==> config.mk <==
export PLATFORM = sky130hd
export DESIGN_NAME = amba3_apb_arbiter
export DESIGN_NICKNAME = d
export VERILOG_FILES = /design/src/rtl/amba3_apb_arbiter.sv
export SDC_FILE = /design/constraint.sdc
export NUM_CORES = 1
export LEC_CHECK = 0
export BUFFER_PORTS_ARGS = -buffer_cell sky130_fd_sc_hd__clkbuf_2
export CORE_AREA = 5 5 153 155
export DETAILED_ROUTE_END_ITERATION = 10
export DIE_AREA = 0 0 158 160
export GPL_TIMING_DRIVEN = 0
export PLACE_DENSITY_LB_ADDON = 0.15
export SETUP_SLACK_MARGIN = 0.4
export SYNTH_ARGS = -nofsm -noshare
export SYNTH_HDL_FRONTEND = slang
export SYNTH_SLANG_ARGS = --single-unit
==> constraint.sdc <==
create_clock -name pclk -period 3.3 [get_ports pclk]
set_input_delay 0.165 -clock pclk [delete_from_list [all_inputs] [get_ports pclk]]
set_output_delay 0.165 -clock pclk [all_outputs]
set_load 0.02 [all_outputs]
==> src/rtl/amba3_apb_arbiter.sv <==
// amba3_apb_arbiter
// Round-robin arbiter that shares one AMBA 3 APB master port between
// NUM_REQ single-transfer requesters. Each requester holds its request
// until it sees its one-cycle rsp_valid pulse.
//
// Optional feature: define AMBA3_APB_ARB_TIMEOUT_EN to abort transfers
// that wait more than TIMEOUT cycles for pready (rsp_err flags the abort).
// Without it, ACCESS waits indefinitely and rsp_err stays 0.
//
// state  | meaning
// -------+-----------------------------------------------------------
// IDLE   | bus idle, arbitrate among req_valid & ~rsp_valid
// SETUP  | APB setup phase (psel=1, penable=0)
// ACCESS | APB access phase (psel=1, penable=1), wait for pready

module amba3_apb_arbiter #(
  parameter int NUM_REQ   = 4,
  parameter int ADDR_SIZE = 32,
  parameter int DATA_SIZE = 32,
  parameter int TIMEOUT   = 16
) (
  input  logic                           pclk,
  input  logic                           preset_n,
  input  logic [NUM_REQ-1:0]             req_valid,
  input  logic [NUM_REQ-1:0]             req_write,
  input  logic [NUM_REQ*ADDR_SIZE-1:0]   req_addr,
  input  logic [NUM_REQ*DATA_SIZE-1:0]   req_wdata,
  output logic [NUM_REQ-1:0]             rsp_valid,
  output logic [DATA_SIZE-1:0]           rsp_rdata,
  output logic                           rsp_err,
  output logic                           busy,
  output logic [ADDR_SIZE-1:0]           paddr,
  output logic                           pwrite,
  output logic [DATA_SIZE-1:0]           pwdata,
  output logic                           psel,
  output logic                           penable,
  input  logic                           pready,
  input  logic [DATA_SIZE-1:0]           prdata
);

  localparam int GW = $clog2(NUM_REQ);

  localparam logic [1:0] ST_IDLE   = 2'd0;
  localparam logic [1:0] ST_SETUP  = 2'd1;
  localparam logic [1:0] ST_ACCESS = 2'd2;

  // Elaboration-time guard against unsupported parameter values
  if (NUM_REQ < 2 || NUM_REQ > 16 || TIMEOUT < 1) begin : g_bad_cfg
    $error("amba3_apb_arbiter: NUM_REQ must be 2..16 and TIMEOUT >= 1");
  end

  logic [1:0]           state_q, state_d;
  logic [GW-1:0]        grant_q, grant_d;
  logic [ADDR_SIZE-1:0] paddr_q, paddr_d;
  logic                 pwrite_q, pwrite_d;
  logic [DATA_SIZE-1:0] pwdata_q, pwdata_d;
  logic                 psel_q, psel_d;
  logic                 penable_q, penable_d;
  logic [NUM_REQ-1:0]   rsp_valid_q, rsp_valid_d;
  logic [DATA_SIZE-1:0] rsp_rdata_q, rsp_rdata_d;
  logic                 rsp_err_q, rsp_err_d;

`ifdef AMBA3_APB_ARB_TIMEOUT_EN
  localparam int CW = $clog2(TIMEOUT + 1);
  // Down-counter loaded with TIMEOUT on entering ACCESS; reaching zero with
  // pready still low is the same point an up-count would hit TIMEOUT.
  logic [CW-1:0]        wait_cnt_q, wait_cnt_d;
`endif

  logic [NUM_REQ-1:0]   eligible;
  logic                 win_found;
  logic [GW-1:0]        win_idx;
  logic [GW-1:0]        scan_idx;

  // Round-robin pick: first eligible requester after the last grant, with wrap
  always_comb begin
    eligible  = req_valid & ~rsp_valid_q;
    win_found = 1'b0;
    win_idx   = '0;
    scan_idx  = '0;
    for (int k = 1; k <= NUM_REQ; k++) begin
      scan_idx = GW'((int'(grant_q) + k) % NUM_REQ);
      if (!win_found && eligible[scan_idx]) begin
        win_found = 1'b1;
        win_idx   = scan_idx;
      end
    end
  end

  // Next-state logic for the sequencer, APB outputs and response pulse
  always_comb begin
    state_d     = state_q;
    grant_d     = grant_q;
    paddr_d     = paddr_q;
    pwrite_d    = pwrite_q;
    pwdata_d    = pwdata_q;
    psel_d      = psel_q;
    penable_d   = penable_q;
    rsp_valid_d = '0;
    rsp_rdata_d = '0;
    rsp_err_d   = 1'b0;
`ifdef AMBA3_APB_ARB_TIMEOUT_EN
    wait_cnt_d  = wait_cnt_q;
`endif

    case (state_q)
      ST_IDLE: begin
        if (win_found) begin
          grant_d   = win_idx;
          paddr_d   = req_addr[win_idx*ADDR_SIZE +: ADDR_SIZE];
          pwrite_d  = req_write[win_idx];
          pwdata_d  = req_write[win_idx] ? req_wdata[win_idx*DATA_SIZE +: DATA_SIZE]
                                         : '0;
          psel_d    = 1'b1;
          penable_d = 1'b0;
          state_d   = ST_SETUP;
        end
      end

      ST_SETUP: begin
        penable_d = 1'b1;
        state_d   = ST_ACCESS;
`ifdef AMBA3_APB_ARB_TIMEOUT_EN
        wait_cnt_d = CW'(TIMEOUT);
`endif
      end

      ST_ACCESS: begin
        if (pready) begin
          psel_d               = 1'b0;
          penable_d            = 1'b0;
          paddr_d              = '0;
          pwrite_d             = 1'b0;
          pwdata_d             = '0;
          rsp_valid_d[grant_q] = 1'b1;
          rsp_rdata_d          = pwrite_q ? '0 : prdata;
          state_d              = ST_IDLE;
        end
`ifdef AMBA3_APB_ARB_TIMEOUT_EN
        else if (wait_cnt_q == '0) begin
          psel_d               = 1'b0;
          penable_d            = 1'b0;
          paddr_d              = '0;
          pwrite_d             = 1'b0;
          pwdata_d             = '0;
          rsp_valid_d[grant_q] = 1'b1;
          rsp_err_d            = 1'b1;
          state_d              = ST_IDLE;
        end else begin
          wait_cnt_d = wait_cnt_q - 1'b1;
        end
`endif
      end

      default: begin
        state_d = ST_IDLE;
      end
    endcase
  end

  // State registers with synchronous active-low reset; reset discards any
  // in-flight transfer without issuing a response
  always_ff @(posedge pclk) begin
    if (!preset_n) begin
      state_q     <= ST_IDLE;
      grant_q     <= GW'(NUM_REQ - 1);
      paddr_q     <= '0;
      pwrite_q    <= 1'b0;
      pwdata_q    <= '0;
      psel_q      <= 1'b0;
      penable_q   <= 1'b0;
      rsp_valid_q <= '0;
      rsp_rdata_q <= '0;
      rsp_err_q   <= 1'b0;
`ifdef AMBA3_APB_ARB_TIMEOUT_EN
      wait_cnt_q  <= '0;
`endif
    end else begin
      state_q     <= state_d;
      grant_q     <= grant_d;
      paddr_q     <= paddr_d;
      pwrite_q    <= pwrite_d;
      pwdata_q    <= pwdata_d;
      psel_q      <= psel_d;
      penable_q   <= penable_d;
      rsp_valid_q <= rsp_valid_d;
      rsp_rdata_q <= rsp_rdata_d;
      rsp_err_q   <= rsp_err_d;
`ifdef AMBA3_APB_ARB_TIMEOUT_EN
      wait_cnt_q  <= wait_cnt_d;
`endif
    end
  end

  assign paddr     = paddr_q;
  assign pwrite    = pwrite_q;
  assign pwdata    = pwdata_q;
  assign psel      = psel_q;
  assign penable   = penable_q;
  assign rsp_valid = rsp_valid_q;
  assign rsp_rdata = rsp_rdata_q;
  assign rsp_err   = rsp_err_q;
  assign busy      = (state_q != ST_IDLE);

endmodule

Yosys cells after proc, flatten, opt, wreduce, memory -nomap -nowiden
Cells that the tools add are included.
{ "word_totals": {"inputBits": 299, "output_inout_bits": 105, "rom_bits": 0, "n_memories": 0, "ram_bits": 0, "ff_bits": 107, "latchBits": 0} }
{ "classes": {"magnitude_cmp": 7, "shifts": 2, "mux": 36, "n_mul": 0, "n_div": 0, "n_addsub": 4, "eq_ne": 4, "n_reduce_logical": 17, "bitwise": 5} }
{ "ops": {"columns": ["cell", "count"], "rows": [
  ["indexed part select 128 x 8 -> 32 bit", 2],
  ["two-way mux 32 bit", 4],
  ["one-hot mux 32 bit (2 select lines)", 2],
  ["less-than comparator 2 x 3 -> 1 bit (second input constant)", 6],
  ["two-way mux 1 bit", 14],
  ["two-way mux 2 bit", 6],
  ["binary-select mux 1 bit (select 2 bit)", 5],
  ["AND reduction 3 bit", 3],
  ["one-hot mux 2 bit (3 select lines)", 1],
  ["adder 2 x 1 -> 2 bit (second input constant)", 2],
  ["adder 2 bit (second input constant)", 2],
  ["AND 4 bit", 1],
  ["logical AND 1 bit", 4],
  ["!= test 2 bit (second input constant)", 2],
  ["inverter 4 bit", 1],
  ["one-hot mux 1 bit (2 select lines)", 2],
  ["AND reduction 2 bit", 2],
  ["nonzero test 2 bit", 2],
  ["OR reduction 4 bit", 1],
  ["zero test 1 bit", 3],
  ["inverter 1 bit", 3],
  ["one-hot mux 1 bit (3 select lines)", 1],
  ["nonzero test 3 bit", 1],
  ["demux 1 bit (select 2 bit)", 1],
  ["4 further kinds", 4]
]} }

Longest topological paths before layout
Gate-level depths: netlist (run 1).
{ "logic_depth": {"ltp_word": 19, "ltp_mapped": 12, "ltp_nobuf": 8} }

Worst setup path after synthesis (run 1)
Ideal clock, no wire load.
{ "synth_timing": {"path_type": "register to register", "start": "reg grant_q[0]", "end": "reg pwdata_q[10] (netlist: pwdata[10])", "setup_ns": 0.079, "stages_incl_launch_ff": 13, "required_time_ns": 3.221, "arrival_time_ns": 2.483, "setup_slack_ns": 0.739, "path_buffers": 4, "period_less_slack_ns": 2.561, "cell_sequence": "dfxtp_1 buf_6 inv_2 ha_1 nor4b_1 a31oi_1 a32o_1 buf_4 mux2i_1 or3_1 buf_2 buf_6 o221ai_2"} }
{ "synth_via": {"elab_chain_len": 18, "elab_cells_between_ends": 34} }
{ "synth_rtl": {"columns": ["item", "line", "text"], "rows": [
  ["start, declared", "53", "logic [GW-1:0] grant_q, grant_d;"],
  ["start signal, assigned", "166", "grant_q <= GW'(NUM_REQ - 1);"],
  ["start signal, assigned", "180", "grant_q <= grant_d;"],
  ["branches (longest 18 deep; another with adder 2 x 1 -> 2 bit)", null, null],
  ["end signal, assigned", "183", "pwdata_q <= pwdata_d;"],
  ["end, declared", "56", "logic [DATA_SIZE-1:0] pwdata_q, pwdata_d;"]
]} }
Parallel ways; which one is timed is not known. The select of a mux whose other input is x is not followed.
A chain may end at the register's enable or synchronous reset.

Final worst setup path (run 1)
{ "layout_timing": {"start": "reg grant_q[0]", "end": "reg pwdata_q[11] (netlist: pwdata[11])"} }
Same word-level chain as after synthesis.

==> flow_summary_export.csv, run 1 <==
group,metric,value,unit
status,outcome,"completed",
setup_path,worst_setup_path_start_kind,"flip-flop",
sta,max_clock_freq,366.0,MHz
setup_path,rrSetupSlack,0.57,ns
power_and_ir_drop,p_seq_share,26.6,%
logic_synthesis,synth_area,5794,um2
clocking,tritoncts,"built",
setup_path,reg2reg_from,"grant_q[0]",
setup_path,crit_fanout,10,
logic_synthesis,avgSynthCellArea,9.854,um2
clocking,insertion_delay,0.36,ns
die,die_w,158,um
clocking,clock_path_buffers,2,
power_and_ir_drop,powerDensity,771.3,nW/um2
logic_synthesis,synth-edff-count,0,
logic_synthesis,synth_top_area_share,36.97,%
sta,slew_violations,0,
sta,holdWs,0.01407,ns
grt,grt_start_max_net_pins,21,
sta,grt_setup_unrepaired,"false",
min_path,hp-class,"input port to flip-flop",
logic_synthesis,synth_warnings,0,
place,place_inst,1270,
power_and_ir_drop,combPwrFrac,56.9,%
logic_synthesis,synth_largest_area_cell,"dfxtp_1",
logic_synthesis,synthTopCellsByArea,"dfxtp_1, mux2i_1, o221ai_2",
place,dp_hpwl,20150,um
grt,grt_pass1_wl,36690,um
clocking,clk_pin_slew_worst_paths,0.08,ns
drt,post-route-drc-count,0,
grt,antenna_found_initial,1,
sta,clock_skew,0.01790,ns
finish,num-nets-final,1331,
drt,route.detailed.wl_per_inst,18.72,um
power_and_ir_drop,power.internal,0.003758,W
place,place_congestion,0.8270,
finish,fill_cells,2262,
place,port_buffers,402,
finish,fin_cells,1313,
die,io_pins,404,
setup_path,end_kind,"flip-flop",
power_and_ir_drop,switching_power,0.003008,W
grt,grt_overflow,0,
sta,slew-limit-headroom,58.90,%
min_path,min_from,"prdata[3]",
die,start_util,26.72,%
min_path,hold_end,"rsp_rdata[3]",
sta,tightestPinTransition,0.6164,ns
logic_synthesis,synth_flop_cell,"dfxtp_1",
setup_path,critical_path_class,"flip-flop to flip-flop",
setup_path,r2r_cells,12,
power_and_ir_drop,max-vdd-ir-drop,0.0003349,V
die,coreArea,21690,um2
logic_synthesis,yosysSeqAreaShare,36.97,%
clocking,cts.sinks,107,
logic_synthesis,ys_seq_elements,107,
finish,syn_to_final_growth,51.39,%
power_and_ir_drop,p_leak,4.193,nW
logic_synthesis,synth_commonest_cells,"dfxtp_1, mux2i_1, nand2_1",
logic_synthesis,synth_most_common_cell,"dfxtp_1",
grt,grt_pass1_vias,6350,
clocking,htree_num_levels,3,
die,rows,54,
drt,drt-initial-drc-count,239,
sta,period_needed,2.732,ns
sta,tns,0,ns
finish,final_core_util,40.45,%
min_path,whs_path_depth,2,
power_and_ir_drop,clkPwrFrac,16.4,%
clocking,cts_buffers,9,
logic_synthesis,syn_nets,891,
setup_path,crit_arrival,3.01,ns
power_and_ir_drop,switching_share,44.46,%
die,die_h,160,um
drt,via_count,6106,
sta,hold_violations,0,
finish,drive_above_1_share,51.89,%
run,maxCapViolations,0,
clocking,cts_root_buffer,"clkbuf_16",
sta,setup_viol,0,
sta,min_period_over_period,82.80,%
setup_path,crit_required,3.57,ns
grt,gr-usage-all-layers,18.75,%
drt,drt_wl_total,24580,um
drt,vias_per_cell,4.650,
die,die-area,25280,um2
logic_synthesis,postSynthCellCount,588,
finish,diodes,0,
logic_synthesis,synthArstFlopShare,0,%
drt,antenna_left,0,
drt,dr.pass1.iters,4,
logic_synthesis,synth_cell_type_count,48,
setup_path,r2r_end,"pwdata[11]",
-- cell type report --
cell class / instances / area, um2 / share of cell area [%]
buffer: 53 / 342.8 / 3.908
sequential: 107 / 2143 / 24.43
timing repair buffer: 429 / 2280 / 25.99
inverter: 6 / 22.52 / 0.2567
clock buffer: 10 / 229.0 / 2.610
multi-input combinational: 422 / 3339 / 38.07
clock inverter: 6 / 65.06 / 0.7417
tap: 280 / 350.3 / 3.994
-- power groups by stage --
stage / Sequential (W) / Combinational [W] / Clock [W]
2_1_floorplan: 0.00219 / 0.00218 / 0
3_3_place_gp: 0.00182 / 0.00379 / 0
3_5_place_dp: 0.00182 / 0.00379 / 0
4_1_cts: 0.00180 / 0.00384 / 0.00115
5_1_grt: 0.00185 / 0.00415 / 0.00120
6_report: 0.00180 / 0.00385 / 0.00111
-- how the worst max path moves through the flow --
| stage | from | to | slack, ns | cells past startpoint |
|---|---|---|---|---|
| 6_report | grant_q[0] | pwdata[11] | 0.57 | 12 |
| 2_1_floorplan | grant_q[0] | pwdata[10] | 0.74 | 12 |
| 5_1_grt | grant_q[0] | pwdata[2] | 0.42 | 12 |
| 4_1_cts | grant_q[0] | pwdata[31] | 0.40 | 11 |
| 3_3_place_gp | grant_q[0] | paddr[24] | 0.27 | 11 |
| 3_5_place_dp | grant_q[0] | paddr[24] | 0.29 | 11 |
-- metrics by stage --
stage | instance area [um2] | total power, W | worst slack [ns]
final | 8772 | 0.006766 | 0.5676
after floorplan | 5794 | 0.004376 | 0.7385
after global routing | 8772 | 0.007190 | 0.4207
after global placement | 8157 | 0.005614 | 0.2661
after detailed placement | 8157 | 0.005609 | 0.2880
after CTS | 8728 | 0.006796 | 0.4005
-- per-layer routing --
layer  part of all wire [%]  vias up  GRT usage [%]
met4                    1.5        0          4.149
met5                      0        -              0
met2                     51      221          33.69
met3                    7.1       21          5.169
li1                       -     3018              -
met1                     40     2846          22.07
-- cell usage in the layout, fill, tap and decap left out, types with 5 or more instances in the layout --
| master | count |
|---|---|
| buf_6 | 10 |
| mux2i_1 | 98 |
| dlygate4sd3_1 | 26 |
| clkbuf_16 | 9 |
| clkbuf_1 | 12 |
| o211ai_1 | 34 |
| nand2_1 | 70 |
| clkbuf_2 | 403 |
| nand2b_1 | 5 |
| mux2_2 | 33 |
| buf_4 | 10 |
| buf_2 | 18 |
| and2_1 | 37 |
| dfxtp_1 | 106 |
| nand3_1 | 65 |
| o221ai_2 | 29 |
-- cells by family (layout without fill, tap and decap cells) --
group                      count (synthesis)  in the layout  share of synthesized area (%)
adders and majority gates                  4              4                         0.8638
other                                      1              1                        0.06472
and+or+nand+nor                          196            196                          17.10
xor gates and xnor gates                   1              1                         0.1512
AOI/OAI and AO/OA                         87             87                          15.27
DFF                                      107            107                          36.97
muxes                                    133            133                          23.90
buffers and inverters                     59            504                          5.679
-- critical path: stages (launching register included) --
cell,delay [ns]
dfxtp_2,0.36
buf_6,0.16
inv_2,0.10
ha_4,0.28
nor4b_1,0.25
a31oi_1,0.07
a32o_1,0.27
buf_4,0.16
mux2i_1,0.15
or3_1,0.34
buf_2,0.19
buf_6,0.17
o221ai_2,0.17
-- flip-flops by register name, summed over array words and instances, names as in the netlist --
name,cells
rsp_valid,4
rsp_rdata,32
grant_q,2
penable,1
pwdata,32
state_q,2
paddr,32
pwrite,1
psel,1
-- what timing repair did --
item                                    CTS  global route
gates resized for setup                   7            15
pin swaps                                 0             2
setup buffers                             0             1
endpoints found under the setup margin   37            65
hold buffers                             26             0
hold endpoints to repair                 26             0
Power figures use the tool's default switching activity.
==> inputs of run 2 (changes only) <==
--- a/config.mk
+++ b/config.mk
@@ -5,10 +5,11 @@
 export SDC_FILE = /design/constraint.sdc
 export NUM_CORES = 1
 export LEC_CHECK = 0
+export ABC_AREA = 1
 export BUFFER_PORTS_ARGS = -buffer_cell sky130_fd_sc_hd__clkbuf_2
-export CORE_AREA = 5 5 153 155
+export CORE_AREA = 5 5 152 154
 export DETAILED_ROUTE_END_ITERATION = 10
-export DIE_AREA = 0 0 158 160
+export DIE_AREA = 0 0 157 159
 export GPL_TIMING_DRIVEN = 0
 export PLACE_DENSITY_LB_ADDON = 0.15
 export SETUP_SLACK_MARGIN = 0.4
==> constraint.sdc (replaced) <==
create_clock -name pclk -period 2.6 [get_ports pclk]
set_input_delay 0.13 -clock pclk [delete_from_list [all_inputs] [get_ports pclk]]
set_output_delay 0.13 -clock pclk [all_outputs]
set_load 0.02 [all_outputs]
==> run 2 against run 1 <==
Compared with the run above:
- critical path depth is 2 higher
- non-clock buffer count is 53 higher
- wire length is 25% higher
- die area is 1.3% lower
- core utilization is 7.6 points higher
- first-iteration DRC count is 62% higher
- area after synthesis is 11% higher
- final cell count is 40% higher
- critical endpoint is now pwdata[20]
- largest cell class unchanged
==> flow_summary_export.csv, run 2 <==
group,metric,value,unit
logic_synthesis,ys_seq_elements,107,
die,die_h,159,um
finish,drive_above_1_share,37.24,%
sta,slew_violations,0,
die,die_w,157,um
drt,post-route-drc-count,0,
run,maxCapViolations,0,
place,place_congestion,0.9145,
grt,grt_overflow,0,
logic_synthesis,synth_cell_type_count,22,
grt,gr-usage-all-layers,23.37,%
setup_path,crit_required,2.86,ns
place,port_buffers,402,
grt,antenna_found_initial,0,
die,rows,54,
drt,vias_per_cell,4.590,
setup_path,max_stage_delay,0.38,ns
die,die-area,24960,um2
power_and_ir_drop,max-vdd-ir-drop,0.0007686,V
sta,hold_violations,0,
logic_synthesis,synth_flop_cell,"dfxtp_1",
finish,num-nets-final,1861,
setup_path,r2r_cells,14,
clocking,clk_pin_slew_worst_paths,0.08,ns
min_path,whs_path_depth,4,
finish,fill_cells,2357,
power_and_ir_drop,powerDensity,1487,nW/um2
grt,grt_start_max_net_pins,23,
finish,layout_common_cells,"clkbuf_2, nand2_1, inv_1, nand3_1, dfxtp_1",
drt,antenna_left,0,
setup_path,crit_family,"simple AND/OR/NAND/NOR gates",
logic_synthesis,synth-edff-count,0,
drt,drt_wl_total,30670,um
setup_path,slowest_stage,"dfxtp_4",
logic_synthesis,synth_most_common_cell,"nand2_1",
clocking,tritoncts,"built",
finish,final_core_util,48.07,%
drt,via_count,8459,
setup_path,worstPathCellList,"inv_6 -> ha_4 -> inv_4 -> nand3_2 -> nand2_2 -> nand4_4 -> nand3_4 -> buf_6 -> nand2_4 -> nand3_4 -> nand2_8 -> clkbuf_16 -> nand3_2 -> nand2_1",
status,outcome,"completed",
setup_path,critical_path_class,"flip-flop to flip-flop",
setup_path,crit_buf_inv,4,
logic_synthesis,yosysSeqAreaShare,33.30,%
die,start_util,29.84,%
sta,min_period_over_period,84.89,%
sta,setup_viol,0,
setup_path,end_kind,"flip-flop",
finish,layout_commonest_cell,"clkbuf_2",
drt,dr.pass1.iters,4,
logic_synthesis,synthTopCellsByArea,"dfxtp_1, nand2_1, nand3_1",
finish,multi_input_area,3542,um2
setup_path,cp.depth,14,
finish,fin_cells,1843,
die,coreArea,21550,um2
logic_synthesis,synth_warnings,0,
place,dp_hpwl,24050,um
setup_path,rrSetupSlack,0.39,ns
finish,syn_to_final_growth,61.08,%
logic_synthesis,postSynthCellCount,1088,
sta,grt_setup_unrepaired,"true",
setup_path,worst_setup_path_start_kind,"flip-flop",
clocking,cts_buffers,9,
drt,route.detailed.wl_per_inst,16.64,um
min_path,hp-class,"input port to flip-flop",
logic_synthesis,synth_largest_area_cell,"dfxtp_1",
clocking,cts_root_buffer,"clkbuf_16",
sta,max_clock_freq,453.1,MHz
clocking,insertion_delay,0.36,ns
sta,clock_skew,0.01148,ns
grt,grt_pass1_wl,46220,um
finish,seqCellArea,2150,um2
logic_synthesis,syn_nets,1391,
sta,period_needed,2.207,ns
logic_synthesis,synthArstFlopShare,0,%
place,place_inst,1770,
clocking,cts.sinks,107,
die,io_pins,404,
finish,diodes,0,
drt,drt-initial-drc-count,386,
logic_synthesis,synth_area,6432,um2
logic_synthesis,synth_commonest_cells,"nand2_1, nand3_1, inv_1",
logic_synthesis,avgSynthCellArea,5.912,um2
clocking,htree_num_levels,3,
logic_synthesis,synth_top_area_share,33.30,%
setup_path,crit_arrival,2.47,ns
clocking,clock_path_buffers,2,
grt,grt_pass1_vias,8539,
setup_path,crit_fanout,7,
power_and_ir_drop,p_leak,6.164,nW
sta,holdWs,0.05880,ns
==> run 2: changes by cell type after synthesis, moves of 6 or more <==
cell / delta
nand2_1: +313
inv_1: +178
nand3_1: +144
mux2i_1: -99
nand4_1: +65
and2_1: -37
nor2_1: +37
mux2_2: -33
o211ai_1: -33
o221ai_2: -29
buf_2: +26
buf_6: -8
buf_1: +6
==> run 2: final timing paths <==
| check | startpoint | to |
|---|---|---|
| worst min-delay path | pready | state_q[1] |
| worst max register to register | grant_q[0] | pwdata[20] |
| worst max-delay path | grant_q[0] | pwdata[20] |
| worst min register to register | pwdata[9] | pwdata[9] |
==> run 2: repair_timing <==
item                                    4_1_cts  5_1_grt
setup buffers                                15        4
gates resized for setup                      63      120
hold buffers                                 32        0
pin swaps                                     6       33
endpoints found under the setup margin       69       65
gates cloned                                  0        6
endpoints found under the hold margin        32        0
==> run 2: metal layers <==
layer  global-route usage [%]  up-vias  share of wire, %
met2                    41.41      340                50
met5                        0        -                 0
met4                    7.850        0               2.8
met3                    4.865       44               7.2
met1                    27.84     3743                40
li1                         -     4332                 -
==> run 2: area by class of cell <==
class,instances,area share [%]
multi-input cells,722,34.19
flip-flops and latches,107,20.75
clock buffers,9,2.174
repair buffers,459,25.53
clock inverters,7,0.8815
inverters,183,6.750
plain buffers,76,6.352
well taps,280,3.381
==> run 2: power breakdown <==
group / switching, W / internal, W / total, W
sequential: 0.000174 / 0.00198 / 0.00216
combinational: 0.00698 / 0.00480 / 0.0118
clock: 0.000759 / 0.000699 / 0.00146
==> run 2: through the flow <==
step	power [W]	TNS (ns)	setup WS, ns	area (um2)
floorplan	0.008304	0	0.4055	6442
global placement	0.01108	-13.84	-0.2644	8805
detailed placement	0.01111	-13.88	-0.2814	8805
CTS	0.01358	0	0.3884	9767
global route	0.01675	0	0.2785	10360
finish	0.01540	0	0.3927	10360
==> run 2: kinds of logic after synthesis <==
kind of cell,after synthesis,synth area share (%)
adders and majority gates,4,0.7781
other,1,0.05830
DFF,107,33.30
and+or+nand+nor,705,48.30
AOI/OAI and AO/OA,12,1.031
buffers and inverters,259,16.53
==> run 2: worst reg2reg max path, delay by kind of cell (launching register included) <==
kind | cells | cell delay, ns
simple gates | 9 | 0.96
fa+ha+maj | 1 | 0.27
buf+inv | 4 | 0.49
flops | 1 | 0.38
==> inputs of run 3 (changes only) <==
==> constraint.sdc (replaced) <==
create_clock -name pclk -period 2.2 [get_ports pclk]
set_input_delay 0.11 -clock pclk [delete_from_list [all_inputs] [get_ports pclk]]
set_output_delay 0.11 -clock pclk [all_outputs]
set_load 0.02 [all_outputs]
==> run 3 against run 2 <==
Compared with the run above:
- register-to-register slack worse by 0.37 ns
- maximum frequency up 1.3%
- sequential share of layout area up 0.62 points
- setup slack worse by 0.37 ns
- combinational power up 8%
- critical path type unchanged
- critical endpoint is now pwdata[16]
- largest cell class unchanged
==> flow_summary_export.csv, run 3 (synthesized netlist as in run 2, its figures left out) <==
group,metric,value,unit
setup_path,max_stage_delay,0.39,ns
die,die-area,24960,um2
finish,drive_above_1_share,35.59,%
die,start_util,29.84,%
min_path,hp-class,"input port to flip-flop",
clocking,clock_path_buffers,2,
run,maxCapViolations,0,
setup_path,slowest_stage,"dfxtp_4",
sta,min_period_over_period,99.07,%
drt,vias_per_cell,4.601,
setup_path,critical_path_class,"flip-flop to flip-flop",
status,outcome,"completed",
drt,drt-initial-drc-count,393,
setup_path,crit_fanout,10,
place,placed_area,8875,um2
sta,max_clock_freq,458.8,MHz
sta,period_needed,2.180,ns
drt,via_count,8439,
grt,grt_overflow,0,
place,place_inst,1770,
die,coreArea,21550,um2
grt,globalRouteMet3Util,5.790,%
finish,layout_common_cells,"clkbuf_2, nand2_1, nand3_1, inv_1, dfxtp_1",
clocking,cts_root_buffer,"clkbuf_16",
setup_path,worst_setup_path_start_kind,"flip-flop",
setup_path,crit_top_cell,"nand2_1",
place,port_buffers,402,
setup_path,end_kind,"flip-flop",
setup_path,crit_required,2.52,ns
place,dp_hpwl,24400,um
grt,antenna_found_initial,0,
setup_path,rrSetupSlack,0.02,ns
grt,use_met1,28.29,%
sta,hold_violations,0,
power_and_ir_drop,power.total,0.01713,W
drt,route.detailed.wl_per_inst,16.67,um
die,io_pins,404,
setup_path,crit_buf_inv,2,
sta,tns,0,ns
finish,fin_cells,1834,
clocking,tritoncts,"built",
drt,post-route-drc-count,0,
sta,setup_viol,0,
grt,grt_busiest_layer,"met2",
clocking,insertion_delay,0.37,ns
drt,dr.pass1.iters,5,
grt,grt_pass1_wl,45660,um
setup_path,worstPathCellList,"inv_6 -> ha_4 -> nand3_4 -> o21ai_4 -> nand2_1 -> nand2_2 -> nand3_4 -> nand2_1 -> nand3_1 -> nand2_4 -> buf_6 -> nand3_1 -> nand2_1",
sta,clock_skew,0.01207,ns
clocking,clk_pin_slew_worst_paths,0.08,ns
grt,gr-usage-all-layers,23.36,%
place,place_congestion,0.8723,
die,die_w,157,um
setup_path,crit_arrival,2.49,ns
finish,layout_commonest_cell,"clkbuf_2",
finish,diodes,0,
finish,syn_to_final_growth,56.43,%
power_and_ir_drop,max-vdd-ir-drop,0.0009085,V
power_and_ir_drop,powerDensity,1703,nW/um2
clocking,cts_buffers,9,
power_and_ir_drop,p_leak,6.070,nW
drt,drt_wl_total,30580,um
die,rows,54,
finish,num-nets-final,1852,
clocking,htree_num_levels,3,
finish,design_area,10060,um2
grt,grt_start_max_net_pins,22,
drt,antenna_left,0,
grt,grt_pass1_vias,8265,
grt,use_met2,40.93,%
sta,slew_violations,0,
setup_path,crit_family,"simple AND/OR/NAND/NOR gates",
clocking,cts.sinks,107,
die,die_h,159,um
sta,grt_setup_unrepaired,"true",
[run 3: what timing repair did]
item	4_1_cts	5_1_grt
resized for setup	80	46
setup buffers	12	2
endpoints found under the setup margin	99	99
pin swaps	17	12
hold buffers	32	0
endpoints found under the hold margin	32	0
gates cloned	2	0
[run 3: per-stage QoR]
step	hold slack (ns)	setup slack, ns	util, %
3_5_place_dp	0.3121	-0.2628	41.18
5_1_grt	0.02554	-0.09442	46.69
6_report	0.01631	0.02048	46.69
3_3_place_gp	0.3085	-0.2740	41.18
4_1_cts	0.01014	0.02564	46.09
2_1_floorplan	0.2222	0.3041	-
[run 3: final cells by class]
type	count	area (um2)
fill	2333	11490
multi-input combinational	722	3388
timing repair buffer	450	2516
sequential	107	2150
inverter	183	699.4
buffer	76	630.6
tap	280	350.3
clock buffer	9	225.2
clock inverter	7	102.6
[run 3: worst register-to-register path: stages (launching register included)]
cell,delay [ns]
dfxtp_4,0.39
inv_6,0.05
ha_4,0.32
nand3_4,0.09
o21ai_4,0.11
nand2_1,0.09
nand2_2,0.11
nand3_4,0.19
nand2_1,0.12
nand3_1,0.14
nand2_4,0.18
buf_6,0.16
nand3_1,0.11
nand2_1,0.07
[run 3: per-layer routing]
layer / part of all wire (%) / wire [um]
met2: 50 / 15140
met1: 40 / 12200
met4: 2.4 / 737
met3: 8.2 / 2495
met5: 0 / 0
[run 3: final timing paths]
path                   start    endpoint  depth (start not counted)
setup / recovery  grant_q[0]  pwdata[16]                         13
hold / removal      preset_n   paddr[24]                          3
setup reg to reg  grant_q[0]  pwdata[16]                         13
hold reg to reg   pwdata[27]  pwdata[27]                          2
[run 3: power by group]
part	internal, W	total (W)	switching (W)
combinational	0.00495	0.0127	0.00779
clock	0.000936	0.00185	0.000912
sequential	0.00235	0.00255	0.000202
